--- config.mk ---
export PLATFORM = sky130hd
export DESIGN_NAME = spi_byte_sequencer
export DESIGN_NICKNAME = d
export VERILOG_FILES = /design/src/rtl/spi_byte_sequencer.sv
export SDC_FILE = /design/constraint.sdc
export NUM_CORES = 1
export LEC_CHECK = 0
export ABC_AREA = 1
export CAP_MARGIN = 20
export CORE_MARGIN = 4
export CORE_UTILIZATION = 50
export CTS_BUF_LIST = sky130_fd_sc_hd__clkbuf_8
export DETAILED_ROUTE_END_ITERATION = 10
export PLACE_DENSITY = 0.7
export SLEW_MARGIN = 20
export SYNTH_ARGS = -nofsm -noshare
export SYNTH_HDL_FRONTEND = slang
export SYNTH_SLANG_ARGS = --single-unit
--- constraint.sdc ---
create_clock -name i_clk -period 3 [get_ports i_clk]
set_input_delay 0.6 -clock i_clk [delete_from_list [all_inputs] [get_ports i_clk]]
set_output_delay 0.6 -clock i_clk [all_outputs]
set_load 0.005 [all_outputs]
--- src/rtl/spi_byte_sequencer.sv ---
// Byte-level SPI transaction sequencer: buffers TX bytes in a small FIFO and frames
// N-byte transfers with chip select lead/lag/idle timing around an SPI_Master.
module spi_byte_sequencer #(
   parameter int FIFO_DEPTH   = 8,
   parameter int CNT_W        = 8,
   parameter int CS_LEAD_CLKS = 4,
   parameter int CS_LAG_CLKS  = 4,
   parameter int CS_IDLE_CLKS = 8
) (
   input  logic             i_clk,
   input  logic             i_rst,
   input  logic [7:0]       i_TX_Byte,
   input  logic             i_TX_DV,
   output logic             o_TX_Full,
   output logic             o_TX_Empty,
   input  logic             i_Start,
   input  logic [CNT_W-1:0] i_Count,
   output logic             o_Busy,
   output logic             o_Done,
   output logic [7:0]       o_RX_Byte,
   output logic             o_RX_DV,
   output logic [CNT_W-1:0] o_RX_Index,
   output logic [7:0]       o_M_TX_Byte,
   output logic             o_M_TX_DV,
   input  logic             i_M_TX_Ready,
   input  logic             i_M_RX_DV,
   input  logic [7:0]       i_M_RX_Byte,
   output logic             o_SPI_CS_n
);

   localparam int AW    = (FIFO_DEPTH > 1) ? $clog2(FIFO_DEPTH) : 1;
   localparam int TMR_W = 16;

   typedef enum logic [2:0] {IDLE, LEAD, LOAD, WAIT_RX, LAG, GAP} state_t;

   state_t             state, state_nxt;
   logic [7:0]         mem [FIFO_DEPTH];
   logic [AW-1:0]      wr_ptr, rd_ptr;
   logic [AW:0]        occ;
   logic               push, pop, m_dv;
   logic [TMR_W-1:0]   tmr;
   logic [CNT_W-1:0]   remaining, index;

   // A timed state is always occupied for at least one cycle, even with a zero count.
   function automatic logic tmr_done(input logic [TMR_W-1:0] t, input int n);
      return (n <= 1) || (int'(t) >= n - 1);
   endfunction

   assign o_TX_Full   = (occ == (AW+1)'(FIFO_DEPTH));
   assign o_TX_Empty  = (occ == '0);
   assign push        = i_TX_DV && !o_TX_Full;
   assign o_M_TX_DV   = m_dv;
   assign o_M_TX_Byte = m_dv ? mem[rd_ptr] : 8'h00;

   always_ff @(posedge i_clk) begin
      if (push) mem[wr_ptr] <= i_TX_Byte;
   end

   always_ff @(posedge i_clk) begin
      if (i_rst) begin
         wr_ptr <= '0;
         rd_ptr <= '0;
         occ    <= '0;
      end else begin
         if (push) wr_ptr <= wr_ptr + AW'(1);
         if (pop)  rd_ptr <= rd_ptr + AW'(1);
         case ({push, pop})
            2'b10:   occ <= occ + (AW+1)'(1);
            2'b01:   occ <= occ - (AW+1)'(1);
            default: occ <= occ;
         endcase
      end
   end

   always_comb begin
      state_nxt = state;
      pop       = 1'b0;
      m_dv      = 1'b0;
      case (state)
         IDLE:    if (i_Start && (i_Count != '0)) state_nxt = LEAD;
         LEAD:    if (tmr_done(tmr, CS_LEAD_CLKS)) state_nxt = LOAD;
         LOAD: begin
            // An empty FIFO simply stalls here with CS_n still asserted.
            if (!o_TX_Empty && i_M_TX_Ready) begin
               m_dv      = 1'b1;
               pop       = 1'b1;
               state_nxt = WAIT_RX;
            end
         end
         WAIT_RX: if (i_M_RX_DV) state_nxt = (remaining == CNT_W'(1)) ? LAG : LOAD;
         LAG:     if (tmr_done(tmr, CS_LAG_CLKS)) state_nxt = GAP;
         GAP:     if (tmr_done(tmr, CS_IDLE_CLKS)) state_nxt = IDLE;
         default: state_nxt = IDLE;
      endcase
   end

   always_ff @(posedge i_clk) begin
      if (i_rst) begin
         state      <= IDLE;
         tmr        <= '0;
         o_SPI_CS_n <= 1'b1;
         o_Busy     <= 1'b0;
         o_Done     <= 1'b0;
         o_RX_DV    <= 1'b0;
         o_RX_Byte  <= 8'h00;
         o_RX_Index <= '0;
         remaining  <= '0;
         index      <= '0;
      end else begin
         state      <= state_nxt;
         tmr        <= (state_nxt != state) ? '0 : tmr + TMR_W'(1);
         o_SPI_CS_n <= (state_nxt == IDLE) || (state_nxt == GAP);
         o_Done     <= 1'b0;
         o_RX_DV    <= 1'b0;
         if (state == IDLE && state_nxt == LEAD) begin
            remaining <= i_Count;
            index     <= '0;
            o_Busy    <= 1'b1;
         end
         if (state == GAP && state_nxt == IDLE) begin
            o_Busy <= 1'b0;
            o_Done <= 1'b1;
         end
         if (state == WAIT_RX && i_M_RX_DV) begin
            o_RX_Byte  <= i_M_RX_Byte;
            o_RX_Index <= index;
            o_RX_DV    <= 1'b1;
            index      <= index + CNT_W'(1);
            remaining  <= remaining - CNT_W'(1);
         end
      end
   end

endmodule

==> results of run 1 <==
## cell type report
type	count	area (um2)	area share
multi-input cells	414	2210	0.319
inverters	50	191	0.0276
well taps	140	175	0.0253
clock inverters	15	103	0.0148
repair buffers	76	728	0.105
clock buffers	17	234	0.0338
flip-flops and latches	132	3290	0.475
## power by group through the flow
stage | clock network [uW] | registers [uW] | logic [uW]
after CTS | 1310 | 1950 | 268
after global placement | 0 | 1990 | 259
final | 1280 | 1950 | 270
after floorplan | 0 | 1990 | 165
after detailed placement | 0 | 1990 | 266
after global routing | 1400 | 1960 | 303
## synth_stat cells (all sizes together) (2+ instances only)
cell type,number,area share
nor2,110,0.083
or2,2,0.0022
clkbuf,17,0.011
o21ai,54,0.047
inv,50,0.033
nor3,14,0.013
o221a,16,0.031
xor2,9,0.014
nand3b,2,0.0026
edfxtp,64,0.33
nand3,34,0.033
xnor2,5,0.0076
a31oi,8,0.0087
ha,9,0.020
nand4,5,0.0065
dfxtp,68,0.24
a21oi,39,0.034
nand2,101,0.068
buf,5,0.0059
## cells by family (layout without fill, tap and decap cells)
kind of cell | after synthesis | count (layout) | share of synthesized area
simple gates | 269 | 269 | 0.208
xor+xnor | 14 | 14 | 0.0213
flops | 132 | 132 | 0.570
fa+ha+maj | 10 | 10 | 0.0230
buf+inv | 72 | 158 | 0.0496
compound gates | 121 | 121 | 0.127
## worst paths after layout
check,startpoint,endpoint
max,i_M_TX_Ready,o_M_TX_Byte[3]
min,tmr[0],tmr[0]
max reg2reg,state[0],occ[3]
min reg2reg,tmr[0],tmr[0]
## placed cells by master, fill, tap and decap left out, types with 5 or more instances in the layout
cell,Yosys,routed
a31oi_1,8,8
edfxtp_1,64,64
clkdlybuf4s50_1,0,60
nand3_1,32,32
buf_4,0,14
inv_1,47,49
o21ai_0,54,54
nor3_1,13,11
clkinvlp_4,0,5
ha_1,9,9
nor2_1,93,93
o221a_2,16,16
clkbuf_8,0,17
dfxtp_1,68,67
xor2_1,9,9
nor2_2,13,13
nand2_1,99,98
a21oi_1,39,39
xnor2_1,5,5
## metrics by stage
stage                     TNS (ns)  std cells  utilization  area (um2)
final                            0        844        0.628        6920
after floorplan                  0        618            -        5760
after global routing             0        844        0.628        6920
after detailed placement    -0.220        811        0.594        6550
after CTS                        0        843        0.625        6890
after global placement           0        811        0.594        6550
## repair_timing
item | 4_1_cts | 5_1_grt
setup endpoints to repair | 8 | 7
setup buffers | 0 | 1
resized for setup | 4 | 4
## registers in the layout, indices dropped and copies added (netlist names), named ones only
| register | count |
|---|---|
| index | 8 |
| wr_ptr | 3 |
| o_RX_Index | 8 |
| o_SPI_CS_n | 1 |
| tmr | 16 |
| o_RX_DV | 1 |
| mem | 64 |
| o_Busy | 1 |
| o_RX_Byte | 8 |
| o_Done | 1 |
| state | 3 |
| occ | 4 |
| remaining | 8 |
| rd_ptr | 3 |
## routing by layer
layer  vias to the layer above  GRT usage  wire (um)
li1                       2251          -          -
met4                         0     0.0657        114
met1                      2116      0.250       5330
met2                       120      0.337       6350
met3                        10     0.0416        641
met5                         -          0          0
==> results by group, run 1 <==
Floorplanning
  – Die ar.: 13300 um2
  – DIE HEIGHT: between 100 and 150 um
  – Die Wd: 115 um
  – Row cnt: 38
  – Placeable Area: 11000 um2
  – Initial core utilization: 0.522
  – I/O pin count: between 60 and 70

Timing
  – RSZ-0062 raised after global routing: no
  – Tightest Pin Transition: slightly below 0.6 ns
  – # setup viols final: 0
  – Clock Skews: 0.0112 ns
  – Final period util: 0.983
  – Final hold slack: 0.462 ns
  – Slew headroom: 0.609
  – Fin crit period: 2.95 ns
  – Fmax: 339 MHz
  – Final hold violation count: 0
  – Final number of max-transition violations: 0
  – Post-route setup slack: 0.0523 ns

Worst setup path
  – Most frequent CP cell: clkdlybuf4s50_1
  – Worst setup SP type: input port
  – CP cell instances: clkdlybuf4s50_1, nand2_1, nor2_1, nand2_4, nor3_1, clkdlybuf4s50_1
  – CP delay by family, top: buffers and inverters
  – Kind of critical path: input port to output pin
  – Crit end category: output pin
  – Crit-path max cell delay: between 0.5 and 0.6 ns
  – Crit path buffers/inverters: 2
  – R2R depth: 13
  – Stages on worst setup path: 6
  – Reg2reg setup slack: 0.64 ns
  – Critical path arrival: 2.35 ns
  – CP max stage cell: clkdlybuf4s50_1
  – Largest fanout on the critical path: 11
  – Critical path required time: 2.40 ns

CTS
  – Inserted Clock Buffers: 17
  – # H-tree levels: 4
  – Clk sinks: between 100 and 150
  – CTS Buffer Depth: 2
  – Clk Tree Root Cell: clkbuf_8
  – Clk_lat worst skew: 0.43 ns
  – CTS clk-pin slew, worst paths: 0.07 ns
  – CTS tree: yes
  – Count of hold-fix buffers inserted at cts: 0

Detailed routing
  – Final WL: 12400 um
  – Detailed-route DRC error count: 0
  – Drt wl/cell: 14.7 um
  – Iter 0 DRT Violations: 279
  – First-pass DRT Iterations: 5
  – Routed vias: 4497
  – Vias per std cell: ~5.3
  – Post-DRT Antenna Nets: 0

Run status
  – Status: complete, no violations

Synthesis
  – Register area share after synthesis: 0.570
  – Yosys reg bits: 132
  – Post-synth EDFFs: 64
  – Synthesized Nets: 658
  – Yosys Warn Count: 0
  – Syn Area/Cell: between 9 and 10 um2
  – Top FF cell, synth: dfxtp_1
  – Post-Syn Area: 5760 um2
  – Post-synthesis cell count: 618
  – Synth cell types: 36
  – Ys async rst share: 0

Cells and area
  – Layout cells sized above 1: 0.132
  – Final Net Count: 731
  – ANT cells: 0
  – Synthesis-to-layout area growth: 20.3%
  – Fillers: 933

Global routing
  – Initial antenna violation count: 0
  – GRT overflow: 0
  – First-pass GRT wire length: 20600 um
  – Total track usage: 0.197
  – Vias in the first global route: around 4400
  – Largest net degree at the start of global routing: 34

Power
  – Psw: slightly above 800 uW
  – Pwr per Cell Area: slightly above 500 nW/um2
  – Int Pwr: 2670 uW
  – Sw Ratio: 0.236
  – Clock share of power: 0.365
  – Leakage power total: 0.00258 uW
  – Comb power frac: 0.077
  – Register share of total power: 0.558
  – Overall Power: around 3500 uW
  – Peak VDD IR: 0.256 mV

Min path
  – Hold crit path type: flip-flop to flip-flop
  – Hold Crit Depth: 1

Place
  – Worst Setup Slack post-DPL: -0.0891 ns
  – DP HPWL: roughly 8400 um
  – Final GP Congestion: 0.803
  – # port buffers: 60

Flow run
  – Max cap viols: 0
(Power assumes the default switching activity.)
==> run 2: changes to the inputs <==
CTS_BUF_LIST = not set   (was sky130_fd_sc_hd__clkbuf_8)
==> results by group, run 2 (same netlist as run 1, synthesis figures left out) <==
Detailed routing
  – Detailed-route DRC error count: 0
  – Routed vias: around 4500
  – Final WL: 12600 um
  – Drt wl/cell: between 10 and 15 um
  – First-pass DRT Iterations: 5
  – Post-DRT Antenna Nets: 0
  – Iter 0 DRT Violations: approximately 290
  – Vias per std cell: roughly 5.3

CTS
  – Post-CTS Setup Inserts: 0
  – Clk sinks: 132
  – CTS clk-pin slew, worst paths: ~0.050 ns
  – CTS tree: yes
  – Clk Tree Root Cell: clkbuf_16
  – CTS Buffer Depth: 2
  – Count of hold-fix buffers inserted at cts: 0
  – # H-tree levels: 4
  – Inserted Clock Buffers: 17
  – Clk_lat worst skew: 0.41 ns

Cells and area
  – ANT cells: 0
  – Max FFs per register: 64
  – Commonest cells after routing, fill and taps aside: nand2_1, nor2_1, dfxtp_1
  – Area of the multi-input gates: 2210 um2
  – Final core utilization: 0.644
  – Synthesis-to-layout area growth: 23.4%
  – Biggest register: mem
  – Top Registers: mem (64), tmr (16)
  – Final Net Count: 730
  – Commonest non-fill, non-tap cell in the layout: nand2_1
  – Fillers: 901
  – Layout cells sized above 1: 0.131
  – Register Area: 3290 um2

Timing
  – # setup viols final: 0
  – Tightest Pin Transition: slightly above 0.6 ns
  – Final hold violation count: 0
  – RSZ-0062 raised after global routing: no
  – Fin Setup TNS: 0 ns
  – Slew headroom: 0.590
  – Clock Skews: 0.00814 ns
  – Fin crit period: about 3.0 ns
  – Final number of max-transition violations: 0
  – Final period util: 0.985
  – Fmax: between 300 and 400 MHz

Power
  – Overall Power: between 4000 and 5000 uW
  – Leakage power total: ~0.0026 uW
  – Comb power frac: 0.066
  – Register share of total power: 0.480
  – Peak VDD IR: 0.307 mV
  – Sw Ratio: 0.222
  – Int Pwr: 3170 uW
  – Clock share of power: 0.453
  – Psw: 906 uW
  – Pwr per Cell Area: 573 nW/um2

Global routing
  – GRT overflow: 0
  – Vias in the first global route: 4477
  – Initial antenna violation count: 0
  – First-pass GRT wire length: 21100 um
  – Total track usage: 0.203
  – Largest net degree at the start of global routing: 34

Worst setup path
  – Crit-path max cell delay: 0.55 ns
  – Kind of critical path: input port to output pin
  – Crit path buffers/inverters: 2
  – Critical path required time: 2.40 ns
  – Most frequent CP cell: clkdlybuf4s50_1
  – CP cell instances: clkdlybuf4s50_1, nand2_1, nor2_1, nand2_4, nor3_1, clkdlybuf4s50_1
  – Largest fanout on the critical path: 11
  – CP delay by family, top: buffers and inverters
  – CP max stage cell: clkdlybuf4s50_1
  – Crit end category: output pin
  – Critical path arrival: 2.35 ns
  – Worst setup SP type: input port

Floorplanning
  – I/O pin count: 61
  – Initial core utilization: 0.522
  – Placeable Area: 11000 um2
  – Die Wd: approximately 120 um
  – Row cnt: 38
  – Die ar.: 13300 um2
  – DIE HEIGHT: between 100 and 150 um

Place
  – # port buffers: 60
  – DP HPWL: approximately 8400 um
  – Final GP Congestion: 0.803

Run status
  – Status: complete, no violations

Min path
  – Hold crit path type: flip-flop to flip-flop

Flow run
  – Max cap viols: 0
run 2: cell count changes in the layout (fill, tap and decap cells not counted):
cell | previous run | this run
inv_1 | 49 | 46
clkbuf_1 | 0 | 3
buf_6 | 2 | 1
clkbuf_16 | 0 | 17
clkbuf_8 | 17 | 0
run 2: area by class of cell:
class	instances	area share
sequential	132	0.463
clock buffer	20	0.0615
inverter	50	0.0269
clock inverter	12	0.0129
tap	140	0.0247
multi-input combinational	414	0.310
timing repair buffer	75	0.101
run 2: worst paths after layout:
kind / startpoint / endpoint / slack (ns) / cells after the start
worst min register to register: tmr[0] / tmr[0] / 0.46 / 1
worst min-delay path: tmr[0] / tmr[0] / 0.46 / 1
worst max-delay path: i_M_TX_Ready / o_M_TX_Byte[3] / 0.05 / 6
worst max register to register: state[0] / occ[3] / 0.49 / 13
run 2: metrics by stage:
step	setup slack (ns)	area [um2]	instances	hold slack [ns]
global route	0.0128	7100	843	0.469
finish	0.0455	7100	843	0.458
CTS	0.00191	7080	843	0.464
global placement	0.0252	6550	811	0.440
floorplan	0.684	5760	618	0.427
detailed placement	-0.0891	6550	811	0.449
run 2: worst register-to-register path, stage by stage (launching register included):
cell     delay [ns]
dfxtp_1        0.37
inv_2          0.15
nand2_1        0.06
nor2_1         0.20
nand2_4        0.18
inv_1          0.12
ha_1           0.25
ha_1           0.30
a21oi_1        0.16
nand2_1        0.09
o21ai_0        0.23
a21oi_1        0.08
o21ai_0        0.16
a21oi_1        0.05
run 2: per-layer routing:
| layer | up-vias | track usage | wire (um) |
|---|---|---|---|
| met4 | 0 | 0.0837 | 153 |
| met5 | - | 0 | 0 |
| met3 | 15 | 0.0374 | 542 |
| met2 | 100 | 0.348 | 6410 |
| li1 | 2252 | - | - |
| met1 | 2127 | 0.252 | 5490 |
run 2: timing repair:
action,CTS,global route
endpoints found under the setup margin,8,6
endpoints found under the hold margin,0,0
resized for setup,3,5
run 2: power groups by stage:
stage                     Sequential (uW)  Clock (uW)  Combinational (uW)
after CTS                            1960        1880                 269
after global placement               1990           0                 259
final                                1960        1850                 270
after global routing                 1960        1960                 304
after floorplan                      1990           0                 165
after detailed placement             1990           0                 266
